`config.mk`:
```
export PLATFORM = sky130hd
export DESIGN_NAME = fetch_stage
export DESIGN_NICKNAME = d
export VERILOG_FILES = /design/src/rtl/riscv_pkg.sv /design/src/rtl/fetch_pc_gen.sv /design/src/rtl/fetch_stage.sv
export SDC_FILE = /design/constraint.sdc
export NUM_CORES = 1
export LEC_CHECK = 0
export CAP_MARGIN = 20
export CORE_UTILIZATION = 42
export CTS_BUF_LIST = sky130_fd_sc_hd__clkbuf_8
export DETAILED_ROUTE_END_ITERATION = 6
export GPL_ROUTABILITY_DRIVEN = 0
export PLACE_DENSITY = 0.78
export SLEW_MARGIN = 20
export SYNTH_ARGS = -nofsm -noshare
export SYNTH_HDL_FRONTEND = slang
export SYNTH_SLANG_ARGS = --single-unit
export TNS_END_PERCENT = 5
```
`constraint.sdc`:
```
create_clock -name clk -period 1.77 [get_ports clk]
set_input_delay 0.2655 -clock clk [delete_from_list [all_inputs] [get_ports clk]]
set_output_delay 0.2655 -clock clk [all_outputs]
set_load 0.02 [all_outputs]
```
`src/rtl/riscv_pkg.sv`:
```
// Shared types and constants for the RV32 fetch front end.
// Holds the IF/ID record, the fetch FSM states and an alignment helper.
package riscv_pkg;

  localparam int XLEN = 32;
  localparam logic [XLEN-1:0] NOP_INSTR = 32'h0000_0013;

  typedef struct packed {
    logic            valid;
    logic [XLEN-1:0] pc;
    logic [XLEN-1:0] pc4;
    logic [XLEN-1:0] instr;
  } if_id_t;

  typedef enum logic {
    RUN,
    HALT
  } fetch_state_e;

  // Instruction addresses must sit on a 4-byte boundary.
  function automatic logic is_word_aligned(input logic [XLEN-1:0] addr);
    return (addr[1:0] == 2'b00);
  endfunction

endpackage

```
`src/rtl/fetch_pc_gen.sv`:
```
// Program counter register and next-PC selection.
// Priority: reset, halt, redirect, stall, then sequential advance.
module fetch_pc_gen
  import riscv_pkg::*;
#(
  parameter logic [XLEN-1:0] RESET_PC = 32'h0000_0000
) (
  input  logic            clk,
  input  logic            rst,
  input  logic            stall_i,
  input  logic            redirect_i,
  input  logic [XLEN-1:0] redirect_pc_i,
  input  logic            halt_i,
  output logic [XLEN-1:0] pc_o
);

  logic [XLEN-1:0] pc_q;
  logic [XLEN-1:0] pc_d;

  always_comb begin
    pc_d = pc_q;
    if (halt_i) begin
      pc_d = pc_q;
    end else if (redirect_i) begin
      pc_d = redirect_pc_i;
    end else if (!stall_i) begin
      pc_d = pc_q + 32'd4;
    end
  end

  always_ff @(posedge clk) begin
    if (rst) begin
      pc_q <= RESET_PC;
    end else begin
      pc_q <= pc_d;
    end
  end

  assign pc_o = pc_q;

endmodule

```
`src/rtl/fetch_stage.sv`:
```
// Fetch stage: drives the instruction memory address and captures the
// returned word with its PC into the IF/ID register; halts on a bad redirect.
module fetch_stage
  import riscv_pkg::*;
#(
  parameter logic [XLEN-1:0] RESET_PC  = 32'h0000_0000,
  parameter logic [XLEN-1:0] NOP_INSTR = riscv_pkg::NOP_INSTR
) (
  input  logic            clk,
  input  logic            rst,
  output logic [XLEN-1:0] imem_addr,
  input  logic [XLEN-1:0] imem_rdata,
  input  logic            stall_i,
  input  logic            redirect_valid,
  input  logic [XLEN-1:0] redirect_pc,
  output logic            if_id_valid,
  output logic [XLEN-1:0] if_id_pc,
  output logic [XLEN-1:0] if_id_pc4,
  output logic [XLEN-1:0] if_id_instr,
  output logic            fetch_fault
);

  fetch_state_e    state_q, state_d;
  if_id_t          if_id_q, if_id_d;
  logic            fault_q, fault_d;
  logic [XLEN-1:0] pc;
  logic            bad_redirect;
  logic            freeze_pc;

  assign bad_redirect = redirect_valid && !is_word_aligned(redirect_pc);
  // Once halted (or about to halt) the PC must not move at all.
  assign freeze_pc    = (state_q == HALT) || bad_redirect;

  fetch_pc_gen #(
    .RESET_PC (RESET_PC)
  ) u_pc_gen (
    .clk           (clk),
    .rst           (rst),
    .stall_i       (stall_i),
    .redirect_i    (redirect_valid),
    .redirect_pc_i (redirect_pc),
    .halt_i        (freeze_pc),
    .pc_o          (pc)
  );

  always_comb begin
    state_d = state_q;
    if_id_d = if_id_q;
    fault_d = fault_q;
    unique case (state_q)
      RUN: begin
        if (bad_redirect) begin
          fault_d        = 1'b1;
          state_d        = HALT;
          if_id_d.valid  = 1'b0;
          if_id_d.instr  = NOP_INSTR;
        end else if (redirect_valid) begin
          if_id_d.valid  = 1'b0;
          if_id_d.instr  = NOP_INSTR;
        end else if (!stall_i) begin
          if_id_d.valid  = 1'b1;
          if_id_d.pc     = pc;
          if_id_d.pc4    = pc + 32'd4;
          if_id_d.instr  = imem_rdata;
        end
      end
      HALT: begin
        if_id_d.valid = 1'b0;
        if_id_d.instr = NOP_INSTR;
      end
      default: state_d = RUN;
    endcase
  end

  always_ff @(posedge clk) begin
    if (rst) begin
      state_q <= RUN;
      if_id_q <= '{valid: 1'b0, pc: '0, pc4: '0, instr: NOP_INSTR};
      fault_q <= 1'b0;
    end else begin
      state_q <= state_d;
      if_id_q <= if_id_d;
      fault_q <= fault_d;
    end
  end

  assign imem_addr   = pc;
  assign if_id_valid = if_id_q.valid;
  assign if_id_pc    = if_id_q.pc;
  assign if_id_pc4   = if_id_q.pc4;
  assign if_id_instr = if_id_q.instr;
  assign fetch_fault = fault_q;

endmodule

```
After elaboration in Yosys (flattened, before gate mapping)
Index checks and enable logic that the tools add are counted.
{ "totals": {"inputBits": 68, "out_inout_bits": 130, "wordCells": 33, "regBits": 131} }
{ "classes": {"reduce_logical": 7, "bitwise": 5, "n_addsub": 1, "mux": 11, "eq_ne": 2} }
{ "op_table": {"columns": ["cell", "n"], "rows": [
  ["two-way mux 32 bit", 4],
  ["two-way mux 97 bit", 1],
  ["case mux 32 bit (2 select lines)", 1],
  ["adder 32 x 3 -> 32 bit (second input constant)", 1],
  ["NOT 1 bit", 5],
  ["two-way mux 1 bit", 4],
  ["!= test 4 bit (second input constant)", 1],
  ["AND reduction 2 bit", 2],
  ["AND reduction 4 bit", 1],
  ["logical NOT 2 bit", 1],
  ["!= test 2 x 1 -> 1 bit (second input constant)", 1],
  ["case mux 1 bit (2 select lines)", 1],
  ["logical AND 1 bit", 1],
  ["logical NOT 1 bit", 1],
  ["logical OR 1 bit", 1]
]} }

Logic depth before layout (Yosys ltp)
Gate-level depths: netlist of run 1.
{ "depth": {"depth_word": 6, "ltp_mapped": 8, "depth_no_buf": 6} }

Modules after synthesis
Synthesis of run 1 repeated with hierarchy kept, for this count alone.
{ "hier_totals": {"hier_cells": 748, "area_unflattened_um2": 5994.5} }
{ "modules_own_cells": {"columns": ["mod", "instances", "cells_each", "seq_area_each_um2", "area_per_inst_um2"], "rows": [
  ["fetch_stage", 1, 466, 1941.9, 3905.0],
  ["fetch_pc_gen", 1, 282, 640.6, 2089.5]
]} }

Worst setup path before layout of run 1
OpenSTA, ideal clock, no wires.
{ "synth_path": {"path_type": "register to register", "start": "reg u_pc_gen.pc_q[2] (netlist: u_pc_gen.pc_o[2])", "end": "reg u_pc_gen.pc_q[26] (netlist: u_pc_gen.pc_o[26])", "path_buffers": 1, "required_time_ps": 1653, "setup_time_ps": 117, "stages_incl_launch_ff": 8, "synth_period_minus_slack_ps": 1983, "arrival_ps": 1865, "slack_ps": -213, "cell_sequence": "dfxtp_1 > ha_1 > and3_1 > buf_2 > nand2_2 > nor4_4 > o21ai_0 > a32o_1"} }
{ "synth_between": {"elab_chain_len": 3} }
{ "synth_rtl": {"columns": ["element", "line", "text"], "rows": [
  ["from (decl)", "fetch_pc_gen.sv:17", "logic [XLEN-1:0] pc_q;"],
  ["from (signal assigned)", "fetch_pc_gen.sv:35", "pc_q <= pc_d;"],
  ["adder 32 x 3 -> 32 bit", "fetch_pc_gen.sv:27", "pc_d = pc_q + 32'd4;"],
  ["two-way mux 32 bit", "fetch_pc_gen.sv:26", "end else if (!stall_i) begin"],
  ["two-way mux 32 bit", "fetch_pc_gen.sv:24", "end else if (redirect_i) begin"]
]} }
No other way between the ends. The select of a mux whose other input is x is not followed.
A chain may end at the register's enable or synchronous reset.

Worst setup path in the final report of run 1
{ "layout_path": {"start": "reg u_pc_gen.pc_q[7] (netlist: u_pc_gen.pc_o[7])", "end": "reg if_id_q, in the netlist if_id_pc4[28]"} }
{ "layout_between": {"elab_chain_len": 1} }
{ "layout_rtl": {"columns": ["element", "line", "text"], "rows": [
  ["adder 32 x 3 -> 32 bit", "fetch_stage.sv:63", "if_id_d.pc4 = pc + 32'd4;"],
  ["to (signal assigned)", "fetch_stage.sv:78", "if_id_q <= '{valid: 1'b0, pc: '0, pc4: '0, instr: NOP_INSTR};"],
  ["to (signal assigned)", "fetch_stage.sv:82", "if_id_q <= if_id_d;"],
  ["to (decl)", "fetch_stage.sv:24", "if_id_t if_id_q, if_id_d;"]
]} }
No other way between the ends.

==> results of run 1 <==
-- per-layer routing --
metal | track usage | up-vias
met1 | 0.308 | 2762
met4 | 0.107 | 0
met5 | 0 | -
met2 | 0.414 | 210
met3 | 0.0874 | 24
li1 | - | 2887
-- cell type report --
type                    instances  area [um2]
clock buffers                  19         262
clock inverters                13         145
fillers                      1100        4410
inverters                       6        22.5
multi-input cells             477        2850
flip-flops and latches        129        2610
well taps                     176         220
repair buffers                292        2720
-- state kept, by name (all words and copies together) (netlist names) --
register / cells
u_pc_gen.pc_o: 32
if_id_pc: 32
if_id_instr: 32
state_q: 1
fetch_fault: 1
if_id_valid: 1
if_id_pc4: 30
-- worst max-delay path, delay by kind of cell, from the launching register on --
kind | cells | cell delay (ps)
flops | 1 | 360
buf+inv | 1 | 200
xor+xnor | 1 | 170
compound gates | 1 | 220
simple gates | 3 | 730
-- path summary, 6_finish.rpt --
kind                                       from                      endpoint  slack [ps]
setup reg to reg  u_pc_gen.pc_o[7]$_SDFFE_PP0P_    if_id_pc4[28]$_SDFFE_PP0P_          10
hold reg to reg        if_id_pc[4]$_SDFFE_PP0P_      if_id_pc[4]$_SDFFE_PP0P_         460
hold / removal                              rst  if_id_instr[31]$_SDFFE_PP0P_         190
setup / recovery  u_pc_gen.pc_o[7]$_SDFFE_PP0P_    if_id_pc4[28]$_SDFFE_PP0P_          10
-- power by group through the flow --
stage	Sequential (mW)	Combinational (mW)	Clock, mW
after global routing	3.11	1.24	2.80
after CTS	3.10	1.15	2.65
after floorplan	3.29	0.431	0
final	3.10	1.15	2.60
after detailed placement	3.16	1.16	0
after global placement	3.16	1.16	0
-- logic make-up (layout without fill, tap and decap cells) --
kind of cell,count (synthesis),count (layout),synth area share
AO/OA/AOI/OAI,172,172,0.199
XOR/XNOR,22,22,0.0338
adder cells (fa/ha/maj),1,1,0.00219
buffers and inverters,76,330,0.0627
flip-flops,129,129,0.452
multiplexers,6,6,0.0105
AND/OR/NAND/NOR,276,276,0.240
-- timing repair --
item                       4_1_cts  5_1_grt
pin swaps                        0        6
resized for setup               32       13
buffers inserted                 0        2
setup endpoints to repair       37       23
-- cells in the final DEF, fill, tap and decap left out, types with 4 or more instances in the layout --
cell             Yosys  layout
and2_1               4       4
clkbuf_8             0      19
a22oi_1             34      34
dfxtp_1            129     113
dfxtp_2              0      13
nand4_1             10      10
nand2_1             99      99
a32o_1               4       4
clkinv_2             0       6
nand3_1             15      13
a31oi_1              8       8
a21oi_1             56      56
nor3b_1              9       7
buf_4                5      91
and3_1               7       5
o21ai_0             21      21
a22o_1               4       4
clkdlybuf4s50_1      0     164
o31ai_1              6       5
nor3_1              14      12
xnor2_1             13      13
nor2_1              84      84
nor4_1               5       5
a211oi_1            20      20
buf_12               0       6
inv_1                6       8
o41ai_1              4       4
dlygate4sd2_1        0      27
mux2i_1              6       6
xor2_1               9       9
-- stage by stage --
step	cell area, um2	util	hold WS, ps	setup slack, ps
finish	8830	0.667	187	11.8
global placement	8380	0.632	444	-139
detailed placement	8380	0.632	449	-193
floorplan	5760	-	390	-12.2
CTS	8760	0.661	148	-42.5
global route	8830	0.667	176	-112
==> results.cfg, run 1 <==
[status]
run_status = finished clean

[timing]
fmax_ghz = 0.569
setup_viol = 0
slew_headroom = 0.731
rsz0062_at_grt = yes
final.min_clock_period_ps = 1760
post-route-period-util = 0.993
tns_ps = 0
tightest_slew_ps = 400
hold_viol = 0
skew_ps = 12.2
finalMaxSlewViolations = 0

[power]
p_comb_frac = 0.168
power.total_mw = 6.85
peakVddDrop_mv = 0.433
p_int_mw = 5.02
switching_power_mw = 1.82
p_leak_nw = 3.41
clockPowerShare = 0.379
power_frac_seq = 0.452
p_per_area_nw_per_um2 = 775
sw_frac_of_total = 0.266

[die]
die_area_um2 = 14100
rows = 42
start_util = 0.431
coreArea_um2 = 13200
fp.dieW_um = 119
die_h_um = 119
pin_count = 198

[synth]
syn_area_per_cell_um2 = 8.37
synth_flop_cell = dfxtp_1
synth_cells = 682
yosys.cell_count.top_type = dfxtp_1
ys_ff_latch = 129
syn_area_um2 = 5710
ys_types = 58
syn-num-nets = 751
synth_seq_area_share = 0.452
synth.top_cell.area_share = 0.452
ys_async_sr_fraction = 0
synth_top_area_cell = dfxtp_1
synth_edf_count = 0
synth_area_leaders = dfxtp_1 45%, nand2_1 6.5%, nor2_1 5.5%
yosysWarnings = 0
synth_common_cells = 129 x dfxtp_1, 99 x nand2_1, 84 x nor2_1, 56 x a21oi_1

[clocking]
clockBufferDepth = 2
cts_hold_buf = 0
cts_tree = built
numCtsBuffers = 17
cts_root_buf = clkbuf_8
path_clk_slew_ps = 80
cts_sinks = 129
cts.htree.levels = 4
insertion_delay_ps = 450

[final_layout]
area_growth_pct = 54.7
nNetsFinal = 992
layout-drive-gt1-share = 0.190
n_antenna_cell = 0
fin_cells = 1112

[setup_path]
rr_worst_depth = 6
cp_max_fo = 4
worst_path_max_delay_cell = nor4_4
slowest_delay_ps = 420
crit_chain = nand4_2 -> nor4_4 -> buf_4 -> nand4_1 -> xor2_1 -> a211oi_1
start_kind = flip-flop
required_ps = 2140
cp.arrival_ps = 2130
critPathKind = flip-flop to flip-flop
cp-end-kind = flip-flop

[detailed_routing]
ant_nets = 0
wl_per_cell_um = 15.7
met1_length_um = 7390
wl_met2_um = 8260
drt_iter0_drc = 355
drc_errors = 0
vias = 5883
viasPerCell = 5.29
top_layer_used = met4
wl_met3_um = 1460
dr.pass1.iters = 7
wl_um = 17500

[hold_path]
min_path_cells = 2
worstHoldPathType = primary input to flip-flop

[grt]
grt_pass1_vias = 5589
antenna_found_initial = 0
gr-total-overflow = 0
grt_first_pass_wirelength_um = 28300
grt_usage = 0.256
grt_max_degree = 58

[flow_run]
drv_cap = 0

[placed_design]
numPortBuffers = 197
placedCellCount = 1078
dpl.hpwl_um = 12700
(Power assumes the default switching activity.)
==> inputs of run 2 (changes only) <==
--- a/config.mk
+++ b/config.mk
@@ -10,7 +10,9 @@
 export CTS_BUF_LIST = sky130_fd_sc_hd__clkbuf_8
 export DETAILED_ROUTE_END_ITERATION = 6
 export GPL_ROUTABILITY_DRIVEN = 0
+export GPL_TIMING_DRIVEN = 0
 export PLACE_DENSITY = 0.78
+export RECOVER_POWER = 50
 export SLEW_MARGIN = 20
 export SYNTH_ARGS = -nofsm -noshare
 export SYNTH_HDL_FRONTEND = slang
==> run 2 against run 1 <==
The flow now finishes with violations (negative setup slack). Largest cell class unchanged. Clock power decreased by 7%. Total power decreased by 2.2%. Global-route usage increased by 2.8 points. Setup slack got worse by 180 ps. Count of clock-buffer cells in the layout increased by 2. Sequential cell count unchanged. Non-clock buffer count decreased by 2.
==> results.cfg, run 2 (synthesized netlist as in run 1, its figures left out) <==
[status]
run_status = finished, violations left
violations = negative setup slack

[die]
start_util = 0.431
coreArea_um2 = 13200
pin_count = 198
die_area_um2 = 14100
rows = 42
die_h_um = 119
fp.dieW_um = 119

[setup_path]
critPathCapture = u_pc_gen.pc_o[23]$_SDFFE_PP0P_
startpoint = u_pc_gen.pc_o[8]$_SDFFE_PP0P_
worst_path_max_delay_cell = dfxtp_2
crit_chain = buf_6 -> nand4_4 -> nor4_4 -> buf_4 -> buf_4 -> nand3_2 -> or3_1 -> a31oi_1
rr_worst_depth = 8
required_ps = 2130
worst_path_most_repeated_cell = buf_4
r2r_end = u_pc_gen.pc_o[23]$_SDFFE_PP0P_
cp.arrival_ps = 2300
slowest_delay_ps = 340
cp-end-kind = flip-flop
r2r_setup_slack_ps = -170
cp_max_fo = 7
critPathKind = flip-flop to flip-flop
r2r_start = u_pc_gen.pc_o[8]$_SDFFE_PP0P_
start_kind = flip-flop

[grt]
grt_first_pass_wirelength_um = 30900
grt_usage = 0.284
grt_pass1_vias = 5618
antenna_found_initial = 0
grt_max_degree = 17
gr-total-overflow = 0

[flow_run]
drv_cap = 0

[final_layout]
n_antenna_cell = 0
nNetsFinal = 990
fillers = 1153
layout-drive-gt1-share = 0.185
finish.instance_area_um2 = 8800
final_common_cell = clkdlybuf4s50_1
area_growth_pct = 54.1
register_area_um2 = 2620
multi_input_area_um2 = 2970
layout_common_cells = 171 x clkdlybuf4s50_1, 109 x dfxtp_1, 98 x nand2_1, 80 x nor2_1, 55 x a21oi_1

[timing]
post-route-period-util = 1.10
slew_headroom = 0.532
finalMaxSlewViolations = 0
fin_ws_ps = -173
skew_ps = 10.6
rsz0062_at_grt = yes
hold_viol = 0
final.min_clock_period_ps = 1940
setup_viol = 8
fmax_ghz = 0.515
tightest_slew_ps = 702
tns_ps = -596

[clocking]
cts_root_buf = clkbuf_8
cts_sinks = 129
path_clk_slew_ps = 70
cts.htree.levels = 4
insertion_delay_ps = 460
clockBufferDepth = 2
numCtsBuffers = 17
cts_tree = built

[detailed_routing]
dr.pass1.iters = 6
ant_nets = 0
viasPerCell = 5.59
wl_um = 20200
wl_per_cell_um = 18.2
drc_errors = 0
vias = 6200
drt_iter0_drc = 510

[power]
p_leak_nw = 3.33
power.total_mw = 6.70
peakVddDrop_mv = 0.467
p_per_area_nw_per_um2 = 761

[placed_design]
dpl.hpwl_um = 13900
numPortBuffers = 195
placed_area_um2 = 7930

[hold_path]
worstHoldPathType = primary input to flip-flop
-- run 2: changes by cell type in the layout (fill, tap and decap cells not counted), sizes merged --
cell	delta
dlygate4sd2	-15
clkdlybuf4s50	+7
dlymetal6s2s	+4
bufinv	-2
clkinv	-3
buf	-32
clkinvlp	+3
clkbuf	+36
-- run 2: worst min-delay path by stage --
stage | endpoint | depth (start not counted) | slack (ps) | from
2_1_floorplan | if_id_instr[0]$_SDFFE_PP1P_ | 2 | 390 | imem_rdata[0]
3_3_place_gp | if_id_valid$_SDFFE_PP0P_ | 2 | 430 | if_id_valid$_SDFFE_PP0P_
3_5_place_dp | if_id_valid$_SDFFE_PP0P_ | 2 | 440 | if_id_valid$_SDFFE_PP0P_
4_1_cts | if_id_valid$_SDFFE_PP0P_ | 2 | 150 | stall_i
5_1_grt | if_id_valid$_SDFFE_PP0P_ | 2 | 220 | stall_i
6_report | if_id_valid$_SDFFE_PP0P_ | 2 | 210 | stall_i
-- run 2: power breakdown --
part | internal [mW] | total, mW | switching [mW]
Clock | 1.24 | 2.41 | 1.18
Combinational | 0.527 | 1.16 | 0.636
Sequential | 3.02 | 3.12 | 0.101
Total | 4.78 | 6.70 | 1.91
-- run 2: layout make-up --
cell class,count,share of cell area
plain buffers,69,0.0516
clock buffers,21,0.0329
clock inverters,11,0.0101
inverters,6,0.00256
multi-input cells,477,0.337
flip-flops and latches,129,0.297
well taps,176,0.0250
repair buffers,221,0.243
-- run 2: metal layers --
| layer | routed length (um) | GRT usage | vias to the layer above |
|---|---|---|---|
| met5 | 0 | 0 | - |
| met4 | 591 | 0.0941 | 0 |
| met3 | 2180 | 0.0989 | 61 |
| met2 | 9300 | 0.438 | 396 |
| met1 | 8170 | 0.369 | 2860 |
| li1 | - | - | 2883 |
-- run 2: timing repair --
item,CTS,global route
pin swaps,13,24
hold buffers,0,0
endpoints found under the setup margin,129,93
gates resized for setup,54,61
setup buffers,7,19
-- run 2: metrics by stage --
stage / std cells / setup slack [ps] / hold slack [ps] / utilization
floorplan: 682 / -12.2 / 390 / -
global placement: 1053 / -932 / 433 / 0.599
detailed placement: 1053 / -936 / 443 / 0.599
CTS: 1091 / -80.2 / 147 / 0.640
global route: 1110 / -239 / 219 / 0.664
finish: 1110 / -173 / 209 / 0.664
-- run 2: critical path, delay by kind of cell (launching register included) --
kind                   cells  cell delay, ps
buffers and inverters      3             420
AO/OA/AOI/OAI              1             200
flip-flops                 1             340
AND/OR/NAND/NOR            4             890
